<file path="src/rtl/mist_dump_pkg.sv">
// Shared definitions for the simulation dump-control producer:
// dump FSM state encoding and the default frame counter width.
package mist_dump_pkg;

    typedef enum logic [1:0] {
        IDLE = 2'd0,
        PRE  = 2'd1,
        DUMP = 2'd2,
        POST = 2'd3
    } dump_state_e;

    localparam int DEFAULT_CW = 32;

endpackage

</file>
<file path="src/rtl/mist_vs_edge.sv">
// Vertical-sync front end: brings the asynchronous vs into the clk domain
// through a two-flop synchronizer and flags its falling edge against an
// edge register. fall_stb is the detect term of those registers; the
// consumer registers it together with the frame counter so that the strobe
// lands on the third rising clk after vs falls.
module mist_vs_edge (
    input  logic clk,
    input  logic rst_n,
    input  logic vs,
    output logic fall_stb
);

    logic [1:0] sync_q;
    logic [1:0] sync_d;
    logic       edge_q;
    logic       edge_d;

    // Next-state for the synchronizer chain and the edge register.
    always_comb begin
        sync_d = {sync_q[0], vs};
        edge_d = sync_q[1];
    end

    // Synchronizer and edge flops; all clear so vs low out of reset is not an edge.
    always_ff @(posedge clk or negedge rst_n) begin
        if (!rst_n) begin
            sync_q <= 2'b00;
            edge_q <= 1'b0;
        end else begin
            sync_q <= sync_d;
            edge_q <= edge_d;
        end
    end

    assign fall_stb = edge_q & ~sync_q[1];

endmodule

</file>
<file path="src/rtl/mist_frame_trig.sv">
// Dump-control producer: counts frames after ROM download ends and derives
// the dump window (enable plus start/stop strobes) and a sticky finish
// request from configurable frame numbers.
module mist_frame_trig
    import mist_dump_pkg::*;
#(
    parameter int DUMP_START = 0,
    parameter int DUMP_LEN   = 0,
    parameter int MAXFRAME   = 0,
    parameter int CW         = DEFAULT_CW
) (
    input  logic          clk,
    input  logic          rst_n,
    input  logic          vs,
    input  logic          downloading,
    output logic [CW-1:0] frame_cnt,
    output logic          frame_stb,
    output logic          dump_en,
    output logic          dump_start_stb,
    output logic          dump_stop_stb,
    output logic          sim_finish
);

    localparam logic [1:0] S_IDLE = 2'(IDLE);
    localparam logic [1:0] S_PRE  = 2'(PRE);
    localparam logic [1:0] S_DUMP = 2'(DUMP);
    localparam logic [1:0] S_POST = 2'(POST);

    localparam logic [CW-1:0] CNT_MAX_C  = {CW{1'b1}};
    localparam logic [CW-1:0] START_C    = CW'(DUMP_START);
    localparam logic [CW-1:0] MAX_C      = CW'(MAXFRAME);
    // Stop frame is the CW-bit sum of start and length, pinned at all-ones on overflow.
    localparam logic [CW:0]   STOP_SUM_C = {1'b0, START_C} + (CW+1)'(DUMP_LEN);
    localparam logic [CW-1:0] STOP_C     = STOP_SUM_C[CW] ? CNT_MAX_C : STOP_SUM_C[CW-1:0];
    localparam bit START_AT_ZERO_C = (DUMP_START == 32'sd0);
    localparam bit LEN_BOUNDED_C   = (DUMP_LEN != 32'sd0);
    localparam bit FINISH_EN_C     = (MAXFRAME != 32'sd0);

    logic          fall_s;
    logic [CW-1:0] cnt_inc_s;

    logic [1:0]    state_q,          state_d;
    logic [CW-1:0] frame_cnt_q,      frame_cnt_d;
    logic          frame_stb_q,      frame_stb_d;
    logic          dump_en_q,        dump_en_d;
    logic          dump_start_stb_q, dump_start_stb_d;
    logic          dump_stop_stb_q,  dump_stop_stb_d;
    logic          sim_finish_q,     sim_finish_d;

    mist_vs_edge u_vs_edge (
        .clk      (clk),
        .rst_n    (rst_n),
        .vs       (vs),
        .fall_stb (fall_s)
    );

    // Saturating increment of the frame counter.
    always_comb begin
        if (frame_cnt_q == CNT_MAX_C) begin
            cnt_inc_s = frame_cnt_q;
        end else begin
            cnt_inc_s = frame_cnt_q + CW'(1);
        end
    end

    // Dump-window FSM: download gating, frame counting, window and finish decisions.
    always_comb begin
        state_d          = state_q;
        frame_cnt_d      = frame_cnt_q;
        frame_stb_d      = 1'b0;
        dump_en_d        = dump_en_q;
        dump_start_stb_d = 1'b0;
        dump_stop_stb_d  = 1'b0;
        sim_finish_d     = sim_finish_q;

        if (state_q == S_IDLE) begin
            // Counter is held at zero until the download ends; vs edges are ignored.
            frame_cnt_d = '0;
            if (!downloading) begin
                if (START_AT_ZERO_C) begin
                    state_d          = S_DUMP;
                    dump_en_d        = 1'b1;
                    dump_start_stb_d = 1'b1;
                end else begin
                    state_d = S_PRE;
                end
            end else begin
                state_d = S_IDLE;
            end
        end else if (downloading) begin
            // A new download restarts numbering; a frame edge in this cycle is dropped.
            state_d         = S_IDLE;
            frame_cnt_d     = '0;
            dump_en_d       = 1'b0;
            dump_stop_stb_d = dump_en_q;
        end else if (fall_s) begin
            frame_cnt_d = cnt_inc_s;
            frame_stb_d = 1'b1;
            if (FINISH_EN_C && (cnt_inc_s == MAX_C)) begin
                sim_finish_d = 1'b1;
            end else begin
                sim_finish_d = sim_finish_q;
            end
            case (state_q)
                S_PRE: begin
                    if (cnt_inc_s == START_C) begin
                        state_d          = S_DUMP;
                        dump_en_d        = 1'b1;
                        dump_start_stb_d = 1'b1;
                    end else begin
                        state_d = S_PRE;
                    end
                end
                S_DUMP: begin
                    if (LEN_BOUNDED_C && (cnt_inc_s == STOP_C)) begin
                        state_d         = S_POST;
                        dump_en_d       = 1'b0;
                        dump_stop_stb_d = 1'b1;
                    end else begin
                        state_d = S_DUMP;
                    end
                end
                S_POST: begin
                    state_d = S_POST;
                end
                default: begin
                    state_d   = S_IDLE;
                    dump_en_d = 1'b0;
                end
            endcase
        end else begin
            state_d = state_q;
        end
    end

    // State and output registers; asynchronous reset drops everything without a stop strobe.
    always_ff @(posedge clk or negedge rst_n) begin
        if (!rst_n) begin
            state_q          <= S_IDLE;
            frame_cnt_q      <= '0;
            frame_stb_q      <= 1'b0;
            dump_en_q        <= 1'b0;
            dump_start_stb_q <= 1'b0;
            dump_stop_stb_q  <= 1'b0;
            sim_finish_q     <= 1'b0;
        end else begin
            state_q          <= state_d;
            frame_cnt_q      <= frame_cnt_d;
            frame_stb_q      <= frame_stb_d;
            dump_en_q        <= dump_en_d;
            dump_start_stb_q <= dump_start_stb_d;
            dump_stop_stb_q  <= dump_stop_stb_d;
            sim_finish_q     <= sim_finish_d;
        end
    end

    assign frame_cnt      = frame_cnt_q;
    assign frame_stb      = frame_stb_q;
    assign dump_en        = dump_en_q;
    assign dump_start_stb = dump_start_stb_q;
    assign dump_stop_stb  = dump_stop_stb_q;
    assign sim_finish     = sim_finish_q;

endmodule

</file>
<file path="config.mk">
export PLATFORM = sky130hd
export DESIGN_NAME = mist_frame_trig
export DESIGN_NICKNAME = d
export VERILOG_FILES = /design/src/rtl/mist_dump_pkg.sv /design/src/rtl/mist_vs_edge.sv /design/src/rtl/mist_frame_trig.sv
export SDC_FILE = /design/constraint.sdc
export NUM_CORES = 1
export LEC_CHECK = 0
export ABC_AREA = 1
export BUFFER_PORTS_ARGS = -buffer_cell sky130_fd_sc_hd__buf_2
export CORE_MARGIN = 2
export CORE_UTILIZATION = 47
export DETAILED_ROUTE_END_ITERATION = 6
export PLACE_DENSITY = 0.69
export SETUP_SLACK_MARGIN = 0.4
export SYNTH_ARGS = -nofsm -noshare
export SYNTH_HDL_FRONTEND = slang
export SYNTH_SLANG_ARGS = --single-unit
</file>
<file path="constraint.sdc">
create_clock -name clk -period 5.1 [get_ports clk]
set_input_delay 1.02 -clock clk [delete_from_list [all_inputs] [get_ports clk]]
set_output_delay 1.02 -clock clk [all_outputs]
set_load 0.05 [all_outputs]
</file>
Yosys cells after proc, flatten, opt, wreduce, memory -nomap -nowiden

Cells that the tools add are included.

Add/subtract/negate cells: 1
$mul: 0
Div/mod/pow operators: 0
Magnitude comparators: 0
Equality and inequality tests: 7
Shift-type cells: 0
Mux-type cells: 27
Bitwise operators: 2
Reduce and logical (&&, ||, !) cells: 5

Operators by type and width:

| operator                                                                | count |
|---|---|
| 32-bit two-way mux                                                      | 4 |
| 32-bit by 1-bit adder with 32-bit output, second input constant         | 1 |
| 32-bit equality test, second input constant                             | 1 |
| 32-bit logical NOT                                                      | 1 |
| 1-bit two-way mux                                                       | 16 |
| 2-bit two-way mux                                                       | 5 |
| 2-bit one-hot mux with 3 select lines                                   | 1 |
| 2-bit equality test, second input constant                              | 2 |
| 4-bit inequality test, second input constant                            | 1 |
| 4-bit AND reduction                                                     | 1 |
| 3-bit by 1-bit inequality test with 1-bit output, second input constant | 1 |
| 3-bit nonzero test                                                      | 1 |
| 2-bit by 1-bit equality test with 1-bit output, second input constant   | 1 |
| 2-bit logical NOT                                                       | 1 |
| 2-bit inequality test, second input constant                            | 1 |
| 1-bit one-hot mux with 2 select lines                                   | 1 |
| 2-bit OR reduction                                                      | 1 |
| 1-bit bitwise AND                                                       | 1 |
| 1-bit NOT                                                               | 1 |

Register bits after elaboration: 41
Latch bits: 0
Memory bits (writable): 0
Bits in read-only memories: 0
Word-level logic and storage cells: 50
Memories: 0

Logic depth before layout (Yosys ltp)

Gate-level depths: netlist of the first run.

Word-level depth: 8
Gate-level depth with buffers: 17
Gate-level depth less buffers: 17

Hierarchy

A second synthesis of the first run with hierarchy kept.

Cells, all modules: 438
Area, all modules: 2852.7 µm²

Modules (own cells, without submodules):

| module          | instances | cells each | area an instance (µm²) |
|---|---|---|---|
| mist_frame_trig | 1         | 433        | 2767.7 |
| mist_vs_edge    | 1         | 5          | 85.1 |

Worst setup path after synthesis of the first run

OpenSTA, ideal clock, no wires.

Path type: flip-flop to flip-flop
From: register frame_cnt_q[0] (netlist: frame_cnt[0])
To: register dump_en_q (netlist: dump_en)
Arrival: 2.341 ns
Required time: 4.981 ns
Path slack: 2.639 ns
Stages on the path, launching flop included: 17
Buffers on the path: 0
Period minus slack after synthesis: 2.461 ns
Cells stage by stage: dfrtp_1 ha_1 inv_1 nor2_4 nand2_4 nor2_8 nand4_1 nand2_1 nand3_1 nor2_1 nand2_1 nor2_2 nand2_2 nand2_1 nand2_1 nand2_1 nand2_1

Cells in the longest elaborated chain, start to end: 5
Elaborated cells on any way between the ends: 6
Classes of those cells: add/sub: 1; eq/ne: 2; mux: 1; reduce/logical: 2

RTL lines:

| item                                                                                    | line                                         | RTL |
|---|---|---|
| start, declared                                                                         | mist_frame_trig.sv:43                        | `logic [CW-1:0] frame_cnt_q, frame_cnt_d;` |
| start signal, assigned                                                                  | mist_frame_trig.sv:148                       | `frame_cnt_q <= frame_cnt_d;` |
| 32-bit by 1-bit adder with 32-bit output / 32-bit equality test (equally long branches) | mist_frame_trig.sv:62, mist_frame_trig.sv:59 |  |
| 32-bit two-way mux *                                                                    | mist_frame_trig.sv:59                        | `if (frame_cnt_q == CNT_MAX_C) begin` |
| 32-bit logical NOT *                                                                    | mist_frame_trig.sv:106                       | `if (cnt_inc_s == START_C) begin` |
| 4-bit inequality test (no line) *                                                       | -                                            |  |
| 4-bit AND reduction (no line) *                                                         | -                                            |  |
| end signal, assigned                                                                    | mist_frame_trig.sv:150                       | `dump_en_q <= dump_en_d;` |
| end, declared                                                                           | mist_frame_trig.sv:45                        | `logic dump_en_q, dump_en_d;` |

Every way passes the cells marked *; elsewhere a longest branch is shown, timed or not.
A chain may end at the register's enable or synchronous reset.

Final worst setup path of the first run

From: register frame_cnt_q[0] (netlist: frame_cnt[0])
To: register state_q[1]

Cells in the longest elaborated chain, start to end: 8
Elaborated cells on any way between the ends: 9
Classes of those cells: add/sub: 1; eq/ne: 1; mux: 6; reduce/logical: 1

RTL lines:

| item                                                                                    | line                                         | RTL |
|---|---|---|
| 32-bit by 1-bit adder with 32-bit output / 32-bit equality test (equally long branches) | mist_frame_trig.sv:62, mist_frame_trig.sv:59 |  |
| 32-bit two-way mux *                                                                    | mist_frame_trig.sv:59                        |  |
| 32-bit logical NOT *                                                                    | mist_frame_trig.sv:106                       |  |
| 2-bit two-way mux *                                                                     | mist_frame_trig.sv:106                       |  |
| 2-bit one-hot mux with 3 select lines *                                                 | mist_frame_trig.sv:104                       | `case (state_q)` |
| 2-bit two-way mux *                                                                     | mist_frame_trig.sv:96                        | `end else if (fall_s) begin` |
| 2-bit two-way mux *                                                                     | mist_frame_trig.sv:90                        | `end else if (downloading) begin` |
| 2-bit two-way mux *                                                                     | mist_frame_trig.sv:76                        | `if (state_q == S_IDLE) begin` |
| end signal, assigned                                                                    | mist_frame_trig.sv:147                       | `state_q <= state_d;` |
| end, declared                                                                           | mist_frame_trig.sv:42                        | `logic [1:0] state_q, state_d;` |

Every way passes the cells marked *; elsewhere a longest branch is shown, timed or not. The select of a mux whose other input is x is not followed.

==> results of run 1 <==
-- synthesized netlist by cell type (all sizes together) --
master  instances  area [µm²]
a211oi          1       7.510
a21oi           1       5.000
and2            1       6.260
buf             2       18.77
clkbuf          7       26.28
clkinv          1       3.750
conb            1       3.750
dfrtp          41        1026
ha              1       12.51
inv            52       197.7
nand2         141       564.3
nand3          33       185.2
nand3b          1       7.510
nand4          13       81.33
nor2           82       389.1
nor3            3       20.02
o21ai          39       195.2
o22ai          10       62.56
xor2            7       61.31
-- cell type report --
| cell class | count | area share [%] |
|---|---|---|
| well taps | 75 | 2.891 |
| clock buffers | 6 | 2.544 |
| clock inverters | 2 | 1.157 |
| flip-flops and latches | 41 | 31.61 |
| repair buffers | 40 | 6.245 |
| inverters | 53 | 6.207 |
| multi-input cells | 334 | 49.34 |
-- through the flow --
stage	worst slack, ps	area [µm²]	power (mW)	util, %
6_report	2445	3246	0.6694	54.82
3_3_place_gp	2493	3126	0.3877	52.79
2_1_floorplan	2639	2874	0.3713	-
5_1_grt	2232	3246	0.6889	54.82
3_5_place_dp	2467	3126	0.3883	52.79
4_1_cts	2448	3246	0.6711	54.82
-- final timing paths --
check                                              start                            end  slack [ps]
hold reg to reg            u_vs_edge.sync_q[0]$_DFF_PN0_  u_vs_edge.sync_q[1]$_DFF_PN0_         350
setup reg to reg                frame_cnt[0]$_DFFE_PN0N_         state_q[1]$_DFFE_PN0N_        2450
hold / removal             u_vs_edge.sync_q[0]$_DFF_PN0_  u_vs_edge.sync_q[1]$_DFF_PN0_         350
max in group asynchronous                          rst_n            dump_en$_DFFE_PN0P_        3640
min in group asynchronous                          rst_n      frame_cnt[21]$_DFFE_PN0N_         850
setup / recovery                frame_cnt[0]$_DFFE_PN0N_         state_q[1]$_DFFE_PN0N_        2450
-- flip-flops by register name, indices dropped and copies added, names as in the netlist --
signal / count
frame_cnt: 32
state_q: 2
u_vs_edge.sync_q: 2
dump_en: 1
dump_start_stb: 1
dump_stop_stb: 1
frame_stb: 1
u_vs_edge.edge_q: 1
-- metal layers --
metal / global-route usage, % / vias up
met4: 8.833 / 0
met2: 42.82 / 123
met5: 0 / -
met3: 4.239 / 14
met1: 37.65 / 1375
li1: - / 1466
-- logic make-up (layout without fill, tap and decap cells) --
| family | after synthesis | in the layout | share of synthesized area (%) |
|---|---|---|---|
| AO/OA/AOI/OAI | 51 | 51 | 9.404 |
| XOR/XNOR | 7 | 7 | 2.133 |
| adder cells (fa/ha/maj) | 1 | 1 | 0.4353 |
| buffers and inverters | 62 | 101 | 8.577 |
| flip-flops | 41 | 41 | 35.70 |
| other | 1 | 1 | 0.1305 |
| AND/OR/NAND/NOR | 274 | 274 | 43.62 |
-- power by group through the flow --
stage	Sequential (mW)	Combinational (mW)	Clock, mW
floorplan	0.351	0.0200	0
global placement	0.340	0.0482	0
detailed placement	0.340	0.0485	0
CTS	0.333	0.0485	0.289
global route	0.334	0.0529	0.302
finish	0.333	0.0482	0.288
==> results_dict.tcl, run 1 <==
set metrics [dict create \
    status "complete, no violations" \
    clock_latency_ps 310 \
    yosysWarningCount 0 \
    cp.depth 16 \
    critical_path_class "reg -> reg" \
    clockBufferDepth 2 \
    die_w_um 82.20 \
    syn_avg_cell_area_um2 6.577 \
    fin_crit_ps 2655 \
    whs_ps 352.4 \
    portBuffers 39 \
    placed_cells 543 \
    post_cts_buffers 0 \
    boundaryPins 41 \
    period_share_pct 52.06 \
    switching_share_pct 25.60 \
    ctsResizeCount 0 \
    rsz0062_at_grt "false" \
    die_height_um 82.20 \
    dr.max_layer_used "met4" \
    wl_met3_um 567 \
    max_cap_violations 0 \
    cts-root-buf "clkbuf_8" \
    path_buf_inv 2 \
    drc 0 \
    final_cell_mix "nand2_1 (133), nor2_1 (63), inv_1 (49)" \
    netlist-cell-type-count 30 \
    tritoncts "yes" \
    clk_pin_slew_ps 80 \
    cp_data_required_time_ps 5290 \
    cts_buffers 5 \
    drive_gt1_share_pct 17.44 \
    dr_total_vias 2978 \
    met1_length_um 3895 \
    die_area_um2 6756 \
    wirelength_um 8479 \
    seq_area_frac_synth_pct 35.70 \
    holdPathStages 0 \
    grt_pass1_vias 2766 \
    internal_power_mw 0.4980 \
    cpMaxStageDelayCell "dfrtp_1" \
    path_max_fanout 19 \
    areaGrowthSynthToFinish_pct 12.93 \
    grt_start_max_net_pins 42 \
    drtPass1Iterations 5 \
    p_leak_nw 1.539 \
    fmax_mhz 376.7 \
    synth_cells 437 \
    crit_chain "ha_1, inv_1, nor2_4, nand2_4, nor2_8, nand2_4, inv_4, nor2_1, nand2_1, nor2_1, nand2_1, nor2_2, nand2_2, nand2_1, nand3_1, nand2_1" \
    crit_family "simple AND/OR/NAND/NOR gates" \
    clkPwrFrac_pct 43.0 \
    nets 480 \
    peakVddDrop_uv 127.6 \
    end_kind "register" \
    dp_hpwl_um 6267 \
    rows 28 \
    slew-limit-headroom_pct 32.60 \
    drt_iter0_drc 296 \
    cts.htree.levels 2 \
    wl_per_cell_um 15.39 \
    syn_nets 442 \
    final_antenna_net_count 0 \
    multi_input_area_um2 1602 \
    overflow 0 \
    ff_latch_area_um2 1026 \
    power_density_nw_per_um2 206.2 \
    clock-sinks 41 \
    fin_worst_skew_ps 13.13 \
    antenna_found_initial 0 \
    routed_via_density 5.405 \
    netSwitchingPower_mw 0.1713 \
    final_cell_count_no_fill 551 \
    maxSlewViolCount 0 \
    synth_area_um2 2874 \
    routabilityCongestion 0.8805 \
    power_frac_seq_pct 49.8 \
    worst_path_most_repeated_cell "nand2_1" \
    hold_viol_final 0 \
    setup_tns_ps 0 \
    crit_path_max_incr_delay_ps 490 \
    met2_length_um 3864 \
    grt_pass1_wl_um 13600 \
    ff2ff_path_depth 16 \
    worst_pin_slew_ps 1010 \
    initial_core_util_pct 48.54 \
    cts_hold_buffers 0 \
    grt_usage_pct 27.06 \
    setup_viol 0 \
    hp-class "reg -> reg" \
    diodes 0 \
    final_common_cell "nand2_1" \
    coreArea_um2 5921 \
    p_comb_share_pct 7.2 \
    synth_seq_cells 41 \
    fillers 590 \
    arrival_ps 2840 \
    worstSetupStartpointType "register" \
]
Note: power is estimated with default switching activity, not from simulation.
==> run 2: changes to the inputs <==
- clock period: 5.1 -> 2.8 ns (I/O delays scaled with it)
==> run 2 against run 1 <==
  * Flip-flop and latch count stayed put
  * Via count is 5.0% higher
  * Clock skew shrank 0.63 ps
  * Non-clock buffer count up 13
  * Global-route usage grew 0.63 points
  * Sequential power is 82% higher
  * Worst setup slack worse by 1900 ps
  * Maximum frequency up 20%
  * Register-to-register slack worse by 1900 ps
  * Clock-buffer cell count shrank 1
  * Critical path type unchanged
==> results_dict.tcl, run 2 (synthesis gave the netlist of run 1 again) <==
set metrics [dict create \
    status "complete, no violations" \
    grt_start_max_net_pins 42 \
    peakVddDrop_uv 219.0 \
    nets 493 \
    wirelength_um 8671 \
    grt_usage_pct 27.69 \
    whs_ps 357.7 \
    crit_family "simple AND/OR/NAND/NOR gates" \
    regToRegStartpoint "frame_cnt[24]$_DFFE_PN0N_" \
    reg2reg_to "state_q[1]$_DFFE_PN0N_" \
    path_buf_inv 1 \
    largest_register_ffs 32 \
    arrival_ps 2410 \
    p_leak_nw 1.567 \
    power_density_nw_per_um2 347.2 \
    cts_hold_buffers 0 \
    portBuffers 39 \
    clk_pin_slew_ps 80 \
    critical_path_class "reg -> reg" \
    antenna_found_initial 0 \
    p_total_mw 1.176 \
    clock_latency_ps 310 \
    placed_cells 544 \
    hp-start "u_vs_edge.sync_q[0]$_DFF_PN0_" \
    coreArea_um2 5921 \
    rows 28 \
    end_kind "register" \
    final_antenna_net_count 0 \
    hold_end "u_vs_edge.sync_q[1]$_DFF_PN0_" \
    diodes 0 \
    slew-limit-headroom_pct 37.71 \
    fin_crit_ps 2219 \
    ff2ff_path_depth 15 \
    die_w_um 82.20 \
    clock-sinks 41 \
    rsz0062_at_grt "false" \
    routabilityCongestion 0.9435 \
    clockBufferDepth 2 \
    die_area_um2 6756 \
    drive_gt1_share_pct 22.75 \
    final_cell_count_no_fill 563 \
    wl_per_cell_um 15.40 \
    routed_via_density 5.556 \
    fillers 562 \
    cp_data_required_time_ps 2990 \
    multi_input_area_um2 1650 \
    final_common_cell "nand2_1" \
    drtPass1Iterations 5 \
    maxSlewViolCount 0 \
    r2r_slack_ps 580 \
    fmax_mhz 450.6 \
    setup_tns_ps 0 \
    fin_worst_skew_ps 12.50 \
    drc 0 \
    worst_pin_slew_ps 934.3 \
    hold_viol_final 0 \
    dr_total_vias 3128 \
    worstSetupStartpointType "register" \
    grt_pass1_vias 2824 \
    crit_chain "nand2_1, nor2_1, nand2_1, nor2_4, nand2_8, inv_4, nor2_1, nand2_1, nor2_1, nand2_1, nor2_2, nand2_2, nand2_1, nand3_1, nand2_1" \
    setup_viol 0 \
    period_share_pct 79.26 \
    cpMaxStageDelayCell "dfrtp_1" \
    worst_path_most_repeated_cell "nand2_1" \
    holdPathStages 0 \
    overflow 0 \
    tritoncts "yes" \
    max_cap_violations 0 \
    areaGrowthSynthToFinish_pct 17.89 \
    ff_latch_area_um2 1039 \
    final_cell_mix "nand2_1 (132), nor2_1 (59), inv_1 (49)" \
    die_height_um 82.20 \
    cts-root-buf "clkbuf_8" \
    crit_path_max_incr_delay_ps 470 \
    path_max_fanout 19 \
    cts.htree.levels 2 \
    dp_hpwl_um 6499 \
    boundaryPins 41 \
    initial_core_util_pct 48.54 \
    drt_iter0_drc 327 \
    cts_buffers 5 \
    hp-class "reg -> reg" \
    grt_pass1_wl_um 14000 \
]
## run 2: cell types whose count changed in the layout (fill, tap and decap cells not counted), sizes merged
cell,delta
buf,+13
clkbuf,-1
clkinv,+1
clkinvlp,-1
## run 2: area by class of cell
cell class | instances | share of cell area (%)
clock buffer | 5 | 2.031
timing repair buffer | 53 | 8.863
tap | 75 | 2.770
clock inverter | 2 | 1.034
sequential | 41 | 30.65
multi-input combinational | 334 | 48.71
inverter | 53 | 5.945
## run 2: timing repair
action                     4_1_cts  5_1_grt
setup buffers                    0       12
gates resized for setup          2       17
pin swaps                        0        4
setup endpoints to repair        3        4
## run 2: worst max path at each step
| stage | start | to | slack, ps | depth (start not counted) |
|---|---|---|---|---|
| floorplan | frame_cnt[0]$_DFFE_PN0N_ | dump_en$_DFFE_PN0P_ | 540 | 16 |
| global placement | frame_cnt[0]$_DFFE_PN0N_ | dump_en$_DFFE_PN0P_ | 370 | 17 |
| detailed placement | frame_cnt[0]$_DFFE_PN0N_ | dump_en$_DFFE_PN0P_ | 300 | 17 |
| CTS | frame_cnt[24]$_DFFE_PN0N_ | state_q[1]$_DFFE_PN0N_ | 420 | 15 |
| global route | frame_cnt[0]$_DFFE_PN0N_ | dump_en$_DFFE_PN0P_ | 400 | 17 |
| finish | frame_cnt[24]$_DFFE_PN0N_ | state_q[1]$_DFFE_PN0N_ | 580 | 15 |
## run 2: metal layers
metal	global-route usage [%]	vias up	share of wire (%)
li1	-	1498	-
met1	36.86	1467	43
met2	45.48	144	46
met3	5.000	19	8.0
met4	8.833	0	2.7
met5	0	-	0
## run 2: report_power, final
part / internal [mW] / total [mW] / leakage, nW / switching (mW)
clock network: 0.259 / 0.478 / 0.0540 / 0.218
registers: 0.601 / 0.607 / 0.543 / 0.00615
logic: 0.0189 / 0.0913 / 0.970 / 0.0724
## run 2: stage by stage
step | utilization, % | area (µm²) | worst slack (ps)
6_report | 57.23 | 3388 | 580.9
5_1_grt | 57.23 | 3388 | 400.4
4_1_cts | 54.90 | 3251 | 424.1
3_5_place_dp | 52.96 | 3136 | 298.3
3_3_place_gp | 52.96 | 3136 | 372.0
2_1_floorplan | - | 2877 | 537.0
